--- src/rtl/comb_vector_driver.sv ---
// comb_vector_driver: serial-load / parallel-apply / serial-unload driver
// for one register-cut combinational block on the fault-injection host path.
//
// Ports:
//   clk       in   1      clock, rising edge
//   rst       in   1      synchronous active-high reset
//   start     in   1      begin one vector cycle (sampled only in IDLE)
//   si        in   1      serial stimulus, LSB first
//   vec_out   out  IN_W   parallel stimulus to the cut inputs
//   resp_in   in   OUT_W  parallel response from the cut outputs
//   so        out  1      serial response, LSB first
//   so_valid  out  1      so carries a response bit
//   busy      out  1      high in every state except IDLE
//   done      out  1      one-cycle completion pulse
// Optional (macro COMB_DRV_GOLDEN_CMP_EN):
//   golden    in   OUT_W  expected response, sampled with resp_in
//   mismatch  out  1      last capture differed from golden
//   err_cnt   out  16     saturating count of mismatching captures
module comb_vector_driver #(
    parameter int IN_W   = 3,
    parameter int OUT_W  = 1,
    parameter int SETTLE = 2
) (
    input  logic             clk,
    input  logic             rst,
    input  logic             start,
    input  logic             si,
    output logic [IN_W-1:0]  vec_out,
    input  logic [OUT_W-1:0] resp_in,
    output logic             so,
    output logic             so_valid,
    output logic             busy,
`ifdef COMB_DRV_GOLDEN_CMP_EN
    input  logic [OUT_W-1:0] golden,
    output logic             mismatch,
    output logic [15:0]      err_cnt,
`endif
    output logic             done
);

    localparam int MAX_A = (IN_W > OUT_W) ? IN_W : OUT_W;
    localparam int MAX_N = (MAX_A > SETTLE) ? MAX_A : SETTLE;
    localparam int CW    = $clog2(MAX_N + 1);

    localparam logic [CW-1:0] IN_LAST  = CW'(IN_W - 1);
    localparam logic [CW-1:0] SET_LAST = CW'(SETTLE - 1);
    localparam logic [CW-1:0] OUT_LAST = CW'(OUT_W - 1);

    generate
        if (SETTLE < 1) begin : g_bad_settle
            $error("comb_vector_driver: SETTLE must be >= 1");
        end
        if (IN_W < 1 || OUT_W < 1) begin : g_bad_width
            $error("comb_vector_driver: IN_W and OUT_W must be >= 1");
        end
    endgenerate

    typedef enum logic [2:0] {
        IDLE,
        SHIFT_IN,
        APPLY,
        CAPTURE,
        SHIFT_OUT,
        DONE_ST
    } state_t;

    state_t           state;
    logic [CW-1:0]    cnt;
    logic [IN_W-1:0]  in_sreg;
    logic [OUT_W-1:0] out_sreg;
    logic [IN_W-1:0]  in_next;

    // New bit enters at the MSB so the first bit ends up in bit 0.
    assign in_next = (in_sreg >> 1) | (IN_W'(si) << (IN_W - 1));

    always_ff @(posedge clk) begin
        if (rst) begin
            state    <= IDLE;
            cnt      <= '0;
            in_sreg  <= '0;
            out_sreg <= '0;
            vec_out  <= '0;
            so       <= 1'b0;
            so_valid <= 1'b0;
            busy     <= 1'b0;
            done     <= 1'b0;
`ifdef COMB_DRV_GOLDEN_CMP_EN
            mismatch <= 1'b0;
            err_cnt  <= '0;
`endif
        end else begin
            done <= 1'b0;
            unique case (state)
                IDLE: begin
                    if (start) begin
                        state <= SHIFT_IN;
                        busy  <= 1'b1;
                        cnt   <= '0;
                    end
                end
                SHIFT_IN: begin
                    in_sreg <= in_next;
                    if (cnt == IN_LAST) begin
                        vec_out <= in_next;
                        state   <= APPLY;
                        cnt     <= '0;
                    end else begin
                        cnt <= cnt + 1'b1;
                    end
                end
                APPLY: begin
                    if (cnt == SET_LAST) begin
                        state <= CAPTURE;
                        cnt   <= '0;
                    end else begin
                        cnt <= cnt + 1'b1;
                    end
                end
                CAPTURE: begin
                    // Bit 0 goes straight to so; the rest waits in out_sreg.
                    out_sreg <= resp_in >> 1;
                    so       <= resp_in[0];
                    so_valid <= 1'b1;
                    state    <= SHIFT_OUT;
                    cnt      <= '0;
`ifdef COMB_DRV_GOLDEN_CMP_EN
                    mismatch <= (resp_in != golden);
                    if (resp_in != golden && err_cnt != 16'hFFFF)
                        err_cnt <= err_cnt + 16'd1;
`endif
                end
                SHIFT_OUT: begin
                    if (cnt == OUT_LAST) begin
                        so       <= 1'b0;
                        so_valid <= 1'b0;
                        done     <= 1'b1;
                        state    <= DONE_ST;
                    end else begin
                        so       <= out_sreg[0];
                        out_sreg <= out_sreg >> 1;
                        cnt      <= cnt + 1'b1;
                    end
                end
                DONE_ST: begin
                    busy  <= 1'b0;
                    state <= IDLE;
                end
                default: begin
                    state <= IDLE;
                    busy  <= 1'b0;
                end
            endcase
        end
    end

endmodule
--- config.mk ---
export PLATFORM = sky130hd
export DESIGN_NAME = comb_vector_driver
export DESIGN_NICKNAME = d
export VERILOG_FILES = /design/src/rtl/comb_vector_driver.sv
export SDC_FILE = /design/constraint.sdc
export NUM_CORES = 1
export LEC_CHECK = 0
export ABC_AREA = 0
export CORE_ASPECT_RATIO = 1.25
export CORE_MARGIN = 2
export CORE_UTILIZATION = 45
export CTS_BUF_LIST = sky130_fd_sc_hd__clkbuf_16
export DETAILED_ROUTE_END_ITERATION = 8
export HOLD_SLACK_MARGIN = 0.06
export MAX_ROUTING_LAYER = met4
export PLACE_DENSITY = 0.75
export SLEW_MARGIN = 15
export SYNTH_ARGS = -nofsm -noshare
export SYNTH_HDL_FRONTEND = slang
export SYNTH_SLANG_ARGS = --single-unit
export TNS_END_PERCENT = 1
--- constraint.sdc ---
create_clock -name clk -period 1.5 [get_ports clk]
set_clock_uncertainty 0.05 [all_clocks]
set_input_delay 0.3 -clock clk [delete_from_list [all_inputs] [get_ports clk]]
set_output_delay 0.3 -clock clk [all_outputs]
set_load 0.01 [all_outputs]
==> qor.txt, run 1 <==
Status = finished with violations
Failing checks = negative setup slack
GP Congestion = 0.840
Antenna diode count = 0
Routed Antenna Nets = 0
Post-Route WL = 1680 um
PortBufs = 11
Crit path launch type = register
Hold_buf cts = 0
Reg2reg setup slack = -0.3 ps
Post-CTS setup buffers = 0
Synthesized cell area = 742 um^2
Dpl cell area = 917 um^2
Post-DP HPWL = 1090 um
Max_slew headroom = 76.4%
Max Slew Vio Count = 0
Hold Crit Start = vec_out[2]
# IOs = 12
Hold Path End = vec_out[2]
F_max = 0.667 GHz
Die W = 40.3 um
Final worst slack = -0.287 ps
Top cell type by total area after synthesis = dfxtp_1
Cells after Synth = 86
Synth cell count leaders = dfxtp_1 (14), a21oi_1 (13), nand2_1 (7), nor2_1 (7), ha_1 (6)
Tcrit/Tclk final = 100%
Worst-Skew Late Latency = 240 ps
Lkg Pwr = 0.425 nW
Worst EP arrival = 1610 ps
CP Max Fanout = 12
Core area = 0.00156 mm^2
Worst Setup End Kind = register
Fin Setup TNS = -0.287 ps
Hold Path Depth = 2
H-tree depth = 1
Max Cap Violations = 0
CP Class = reg -> reg
Clock Tree Root = clkbuf_16
# rows = 16
Total gr overflow = 0
Unrepaired setup endpoints after global routing = true
DRT iter0 DRCs = 11
Pin count of the biggest net entering global routing = 13
Least-Margin Pin Slew = 352 ps
Clock transition at path regs = 50 ps
Die area = 0.00199 mm^2
Tmin final = 1500 ps
Total number of vias = 666
Vias in the first global route = 591
Worst r2r src = state[1]
Final setup viols = 1
Initial core utilization = 47.5%
WL per Instance = 13.7 um
Hold WC Path Type = reg -> reg
Residual DRC = 0
Antenna violations before repair = 0
Async SR Flop Fraction = 0%
Detailed Routing Iterations Pass 1 = 4
First-pass GRT wire length = 2410 um
P per Cell Area = 930 mW/mm^2
Maximum vdd drop = 0.687 mV
CTS Buffer Depth = 2
Top-area cell type share of the netlist area = 37.8%
Area contributors post-synth = dfxtp_1 (38%), ha_1 (10%), a21oi_1 (8.8%)
Ys Warns = 0
R2R cell count = 5
Synthesized area per cell = 8.63 um^2
Hold Slack = 410 ps
Most numerous cell in the Yosys netlist = dfxtp_1
Total CTS buffers = 3
Syn Nets = 97
Area delta synth->final = 43.0%
Fraction of layout cells with a size suffix above 1 = 24.8%
Flops & latches, synth = 14
Post-synth cell types = 28
Final Instance Area = 0.00106 mm^2
# clock sinks = 14
Number of flops mapped to enable cells by yosys = 0
Vias/cell = 5.41
Critical Path RT = 1610 ps
Final hold vios = 0
Die Ht = 49.4 um
CTS tree = done
GRT Total Usage = 17.7%
Final net count = 117
Sequential share of the synthesized area = 37.8%
Ys flop type = dfxtp_1
Critical R2R Capture = cnt[1]
## routing by layer
layer	GRT usage [%]	wire [um]	vias to the layer above
met5	-	0	-
met4	10.0	13	0
met3	4.11	47	2
met2	26.2	896	10
met1	21.0	726	316
li1	-	-	338
## worst max path at each step
stage	start	slack, ps	depth (start not counted)	end
after floorplan	cnt[1]	10	6	cnt[0]
after global placement	start	-8	5	cnt[1]
after detailed placement	start	-50	5	cnt[1]
after CTS	cnt[1]	-20	6	cnt[0]
after global routing	cnt[1]	-80	6	cnt[0]
final	state[1]	-0.3	5	cnt[1]
## worst max-delay path, stage by stage (launching register included)
cell,delay [ps]
dfxtp_1,380
buf_4,210
or2b_1,250
nor2_1,250
o32ai_2,140
a21oi_1,150
## cells by family (layout without fill, tap and decap cells)
kind of cell | Yosys count | count (layout) | share of synthesized area (%)
AOI/OAI and AO/OA | 18 | 18 | 14.5
adders and majority gates | 6 | 6 | 10.1
buffers and inverters | 8 | 27 | 4.89
DFF | 14 | 14 | 37.8
muxes | 3 | 3 | 4.05
and+or+nand+nor | 37 | 37 | 28.7
## per-stage QoR
stage | total power [mW] | std cells | util [%] | worst slack [ps]
5_1_grt | 1.02 | 123 | 67.9 | -75.8
3_5_place_dp | 0.481 | 119 | 58.7 | -45.6
3_3_place_gp | 0.478 | 119 | 58.7 | -7.57
2_1_floorplan | 0.444 | 86 | - | 10.6
6_report | 0.987 | 123 | 67.9 | -0.287
4_1_cts | 0.981 | 123 | 63.9 | -22.9
## registers in the layout, indices dropped and copies added (netlist names)
register and cells:
vec_out 3, so_valid 1, busy 1, so 1
in_sreg 2, state 3, done 1, cnt 2
## where the power goes
part           internal (mW)  switching (mW)  total [mW]
clock                  0.352           0.150       0.502
combinational         0.0472          0.0413      0.0885
sequential             0.382          0.0138       0.396
total                  0.782           0.205       0.987
## layout by cell type, fill, tap and decap left out, types with 3 or more instances in the layout
cell type and count:
buf_4 8, mux2i_1 3, nand3b_1 4, inv_2 3, dfxtp_1 11, nand2b_1 3
nand2_1 7, nor2_1 7, dlymetal6s2s_1 3, clkdlybuf4s50_1 8, ha_1 4, a21oi_1 12
clkbuf_16 3, nand3_1 3
## cell type report
class / instances / area, um^2
clock buffers: 3 / 75.1
flip-flops and latches: 14 / 287
fillers: 117 / 500
clock inverters: 1 / 3.75
inverters: 3 / 11.3
multi-input cells: 64 / 473
repair buffers: 20 / 189
well taps: 18 / 22.5
## repair_timing
| action | CTS | global route |
|---|---|---|
| cloned | 0 | 0 |
| gates resized for setup | 1 | 16 |
| pin swaps | 0 | 6 |
| setup endpoints to repair | 6 | 6 |
Note: power is estimated with default switching activity, not from simulation.
==> run 2: changes to the inputs <==
--- a/config.mk
+++ b/config.mk
@@ -7,7 +7,7 @@
 export LEC_CHECK = 0
 export ABC_AREA = 0
 export CORE_ASPECT_RATIO = 1.25
-export CORE_MARGIN = 2
+export CORE_MARGIN = 1.5
 export CORE_UTILIZATION = 45
 export CTS_BUF_LIST = sky130_fd_sc_hd__clkbuf_16
 export DETAILED_ROUTE_END_ITERATION = 8
==> qor.txt, run 2 (synthesized netlist as in run 1, its figures left out) <==
P per Cell Area = 954 mW/mm^2 (was 930 mW/mm^2)
Vias in the first global route = 642 (was 591)
H-tree depth = 1 (unchanged)
Routed Antenna Nets = 0 (unchanged)
Multi-input logic area = 442 um^2 (was 473 um^2)
# IOs = 12 (unchanged)
Maximum vdd drop = 0.605 mV (was 0.687 mV)
Status = complete, no violations (was finished with violations)
Initial core utilization = 47.5% (unchanged)
Reg2reg setup slack = 60 ps (was -0.3 ps)
Critical R2R Capture = cnt[0] (was cnt[1])
Worst r2r src = cnt[1] (was state[1])
Worst-Skew Late Latency = 240 ps (about the same)
Most frequent cells in the layout = a21oi_1 (13), dfxtp_1 (12), buf_4 (12) (was a21oi_1 (12), dfxtp_1 (11), clkdlybuf4s50_1 (8), buf_4 (8))
Final hold vios = 0 (unchanged)
Total CTS buffers = 3 (unchanged)
Die area = 0.00190 mm^2 (was 0.00199 mm^2)
Hold Path End = vec_out[2] (unchanged)
Worst EP arrival = 1110 ps (was 1610 ps)
CTS tree = done (unchanged)
Final setup viols = 0 (was 1)
Max Cap Violations = 0 (unchanged)
Vias/cell = 5.35 (was 5.41)
Cell Chain, Critical Path = clkdlybuf4s50_1 (was buf_4 > or2b_1 > nor2_1 > o32ai_2 > a21oi_1)
Residual DRC = 0 (unchanged)
Largest regs = state x3, vec_out x3 (unchanged)
Hold WC Path Type = reg -> reg (unchanged)
Critical Path RT = 1150 ps (was 1610 ps)
Post-Route WL = 1650 um (was 1680 um)
Pin count of the biggest net entering global routing = 14 (was 13)
CTS Buffer Depth = 2 (unchanged)
Crit path launch type = register (unchanged)
Tot Pwr = 0.996 mW (was 0.987 mW)
Fin Setup TNS = 0 ps (was -0.287 ps)
Hold_buf cts = 0 (unchanged)
Register area = 283 um^2 (was 287 um^2)
Lkg Pwr = 0.434 nW (was 0.425 nW)
Total number of vias = 674 (was 666)
GP Congestion = 0.784 (was 0.840)
Met2 WL = 807 um (was 896 um)
Die W = 39.3 um (was 40.3 um)
Post-DP HPWL = 1150 um (was 1090 um)
Max Slew Vio Count = 0 (unchanged)
PortBufs = 11 (unchanged)
Die Ht = 48.4 um (was 49.4 um)
Hold Crit Start = vec_out[2] (unchanged)
First-pass GRT wire length = 2700 um (was 2410 um)
Worst Setup End Kind = primary output (was register)
Post-Route Utilization = 66.9% (was 67.9%)
Unrepaired setup endpoints after global routing = false (was true)
Buf/Inv on CP = 1 (unchanged)
CP peak stage delay = 540 ps (was 380 ps)
Number of placed instances with taps included = 122 (was 119)
CP Max Fanout = 2 (was 12)
Tmin final = 1460 ps (was 1500 ps)
Top layer in use = met4 (unchanged)
Met3 wire len = 52 um (was 47 um)
Clock transition at path regs = 50 ps (about the same)
# rows = 16 (unchanged)
R2R cell count = 6 (was 5)
Hold Path Depth = 2 (unchanged)
# fillers = 131 (was 117)
Total gr overflow = 0 (unchanged)
Detailed Routing Iterations Pass 1 = 4 (unchanged)
GRT Total Usage = 20.4% (was 17.7%)
Max_slew headroom = 81.9% (was 76.4%)
Core area = 0.00156 mm^2 (unchanged)
CP Class = reg -> out (was reg -> reg)
F_max = 0.687 GHz (was 0.667 GHz)
Commonest non-fill, non-tap cell in the layout = a21oi_1 (unchanged)
CP top delay family = buffers and inverters (was simple AND/OR/NAND/NOR gates)
Least-Margin Pin Slew = 268 ps (was 352 ps)
Clock Tree Root = clkbuf_16 (unchanged)
Tcrit/Tclk final = 97.1% (was 100%)
Antenna diode count = 0 (unchanged)
Fin cells = 126 (was 123)
# clock sinks = 14 (unchanged)
DRT iter0 DRCs = 12 (was 11)
WL per Instance = 13.1 um (was 13.7 um)
Area delta synth->final = 40.8% (was 43.0%)
Final net count = 120 (was 117)
Post-CTS setup buffers = 0 (unchanged)
WL met1 = 776 um (was 726 um)
Slowest CP cell = clkdlybuf4s50_1 (was dfxtp_1)
Fraction of layout cells with a size suffix above 1 = 21.3% (was 24.8%)
Antenna violations before repair = 0 (unchanged)
==> run 2: where the power goes <==
group	internal [mW]	switching, mW
Clock	0.353	0.161
Combinational	0.0479	0.0440
Sequential	0.382	0.00870
Total	0.783	0.213
==> run 2: repair_timing <==
| action | in CTS | in global routing |
|---|---|---|
| gates resized for setup | 1 | 7 |
| pin swaps | 0 | 1 |
| endpoints found under the setup margin | 1 | 5 |
==> run 2: worst register-to-register path: stages, from the launching register on <==
cell	delay (ps)
dfxtp_2	330
inv_2	40
ha_2	160
or3b_1	360
a211oi_2	220
o32ai_1	90
a21oi_1	120
==> run 2: per-stage QoR <==
step                instance area, um^2  worst slack, ps  hold slack, ps
finish                             1040             44.1             411
CTS                                1020             3.25             412
floorplan                           742             10.6             323
global placement                    940            -6.53             395
global route                       1040            0.198             436
detailed placement                  940            -84.6             405
==> run 2: cell type report <==
class	count	share of cell area [%]
clock buffer	3	7.19
multi-input combinational	64	42.3
tap	18	2.16
inverter	3	1.08
clock inverter	1	0.359
timing repair buffer	23	19.9
sequential	14	27.1
==> run 2: worst max-delay path by stage <==
| stage | startpoint | depth (start not counted) | end |
|---|---|---|---|
| after floorplan | cnt[1] | 6 | cnt[0] |
| after global placement | start | 5 | cnt[1] |
| after detailed placement | start | 5 | cnt[1] |
| after CTS | cnt[0] | 5 | cnt[0] |
| after global routing | vec_out[2] | 1 | vec_out[2] |
| final | vec_out[1] | 1 | vec_out[1] |
==> run 2: layer usage <==
metal	vias to the layer above	track usage (%)
li1	348	-
met1	308	24.1
met2	14	32.5
met3	4	4.13
met4	0	8.62
met5	-	-
==> run 3: changes to the inputs <==
--- a/config.mk
+++ b/config.mk
@@ -11,6 +11,7 @@
 export CORE_UTILIZATION = 45
 export CTS_BUF_LIST = sky130_fd_sc_hd__clkbuf_16
 export DETAILED_ROUTE_END_ITERATION = 8
+export GPL_ROUTABILITY_DRIVEN = 0
 export HOLD_SLACK_MARGIN = 0.06
 export MAX_ROUTING_LAYER = met4
 export PLACE_DENSITY = 0.75
==> results of run 3 <==
No change in the layout: final DEF, timing and power equal those of run 2.
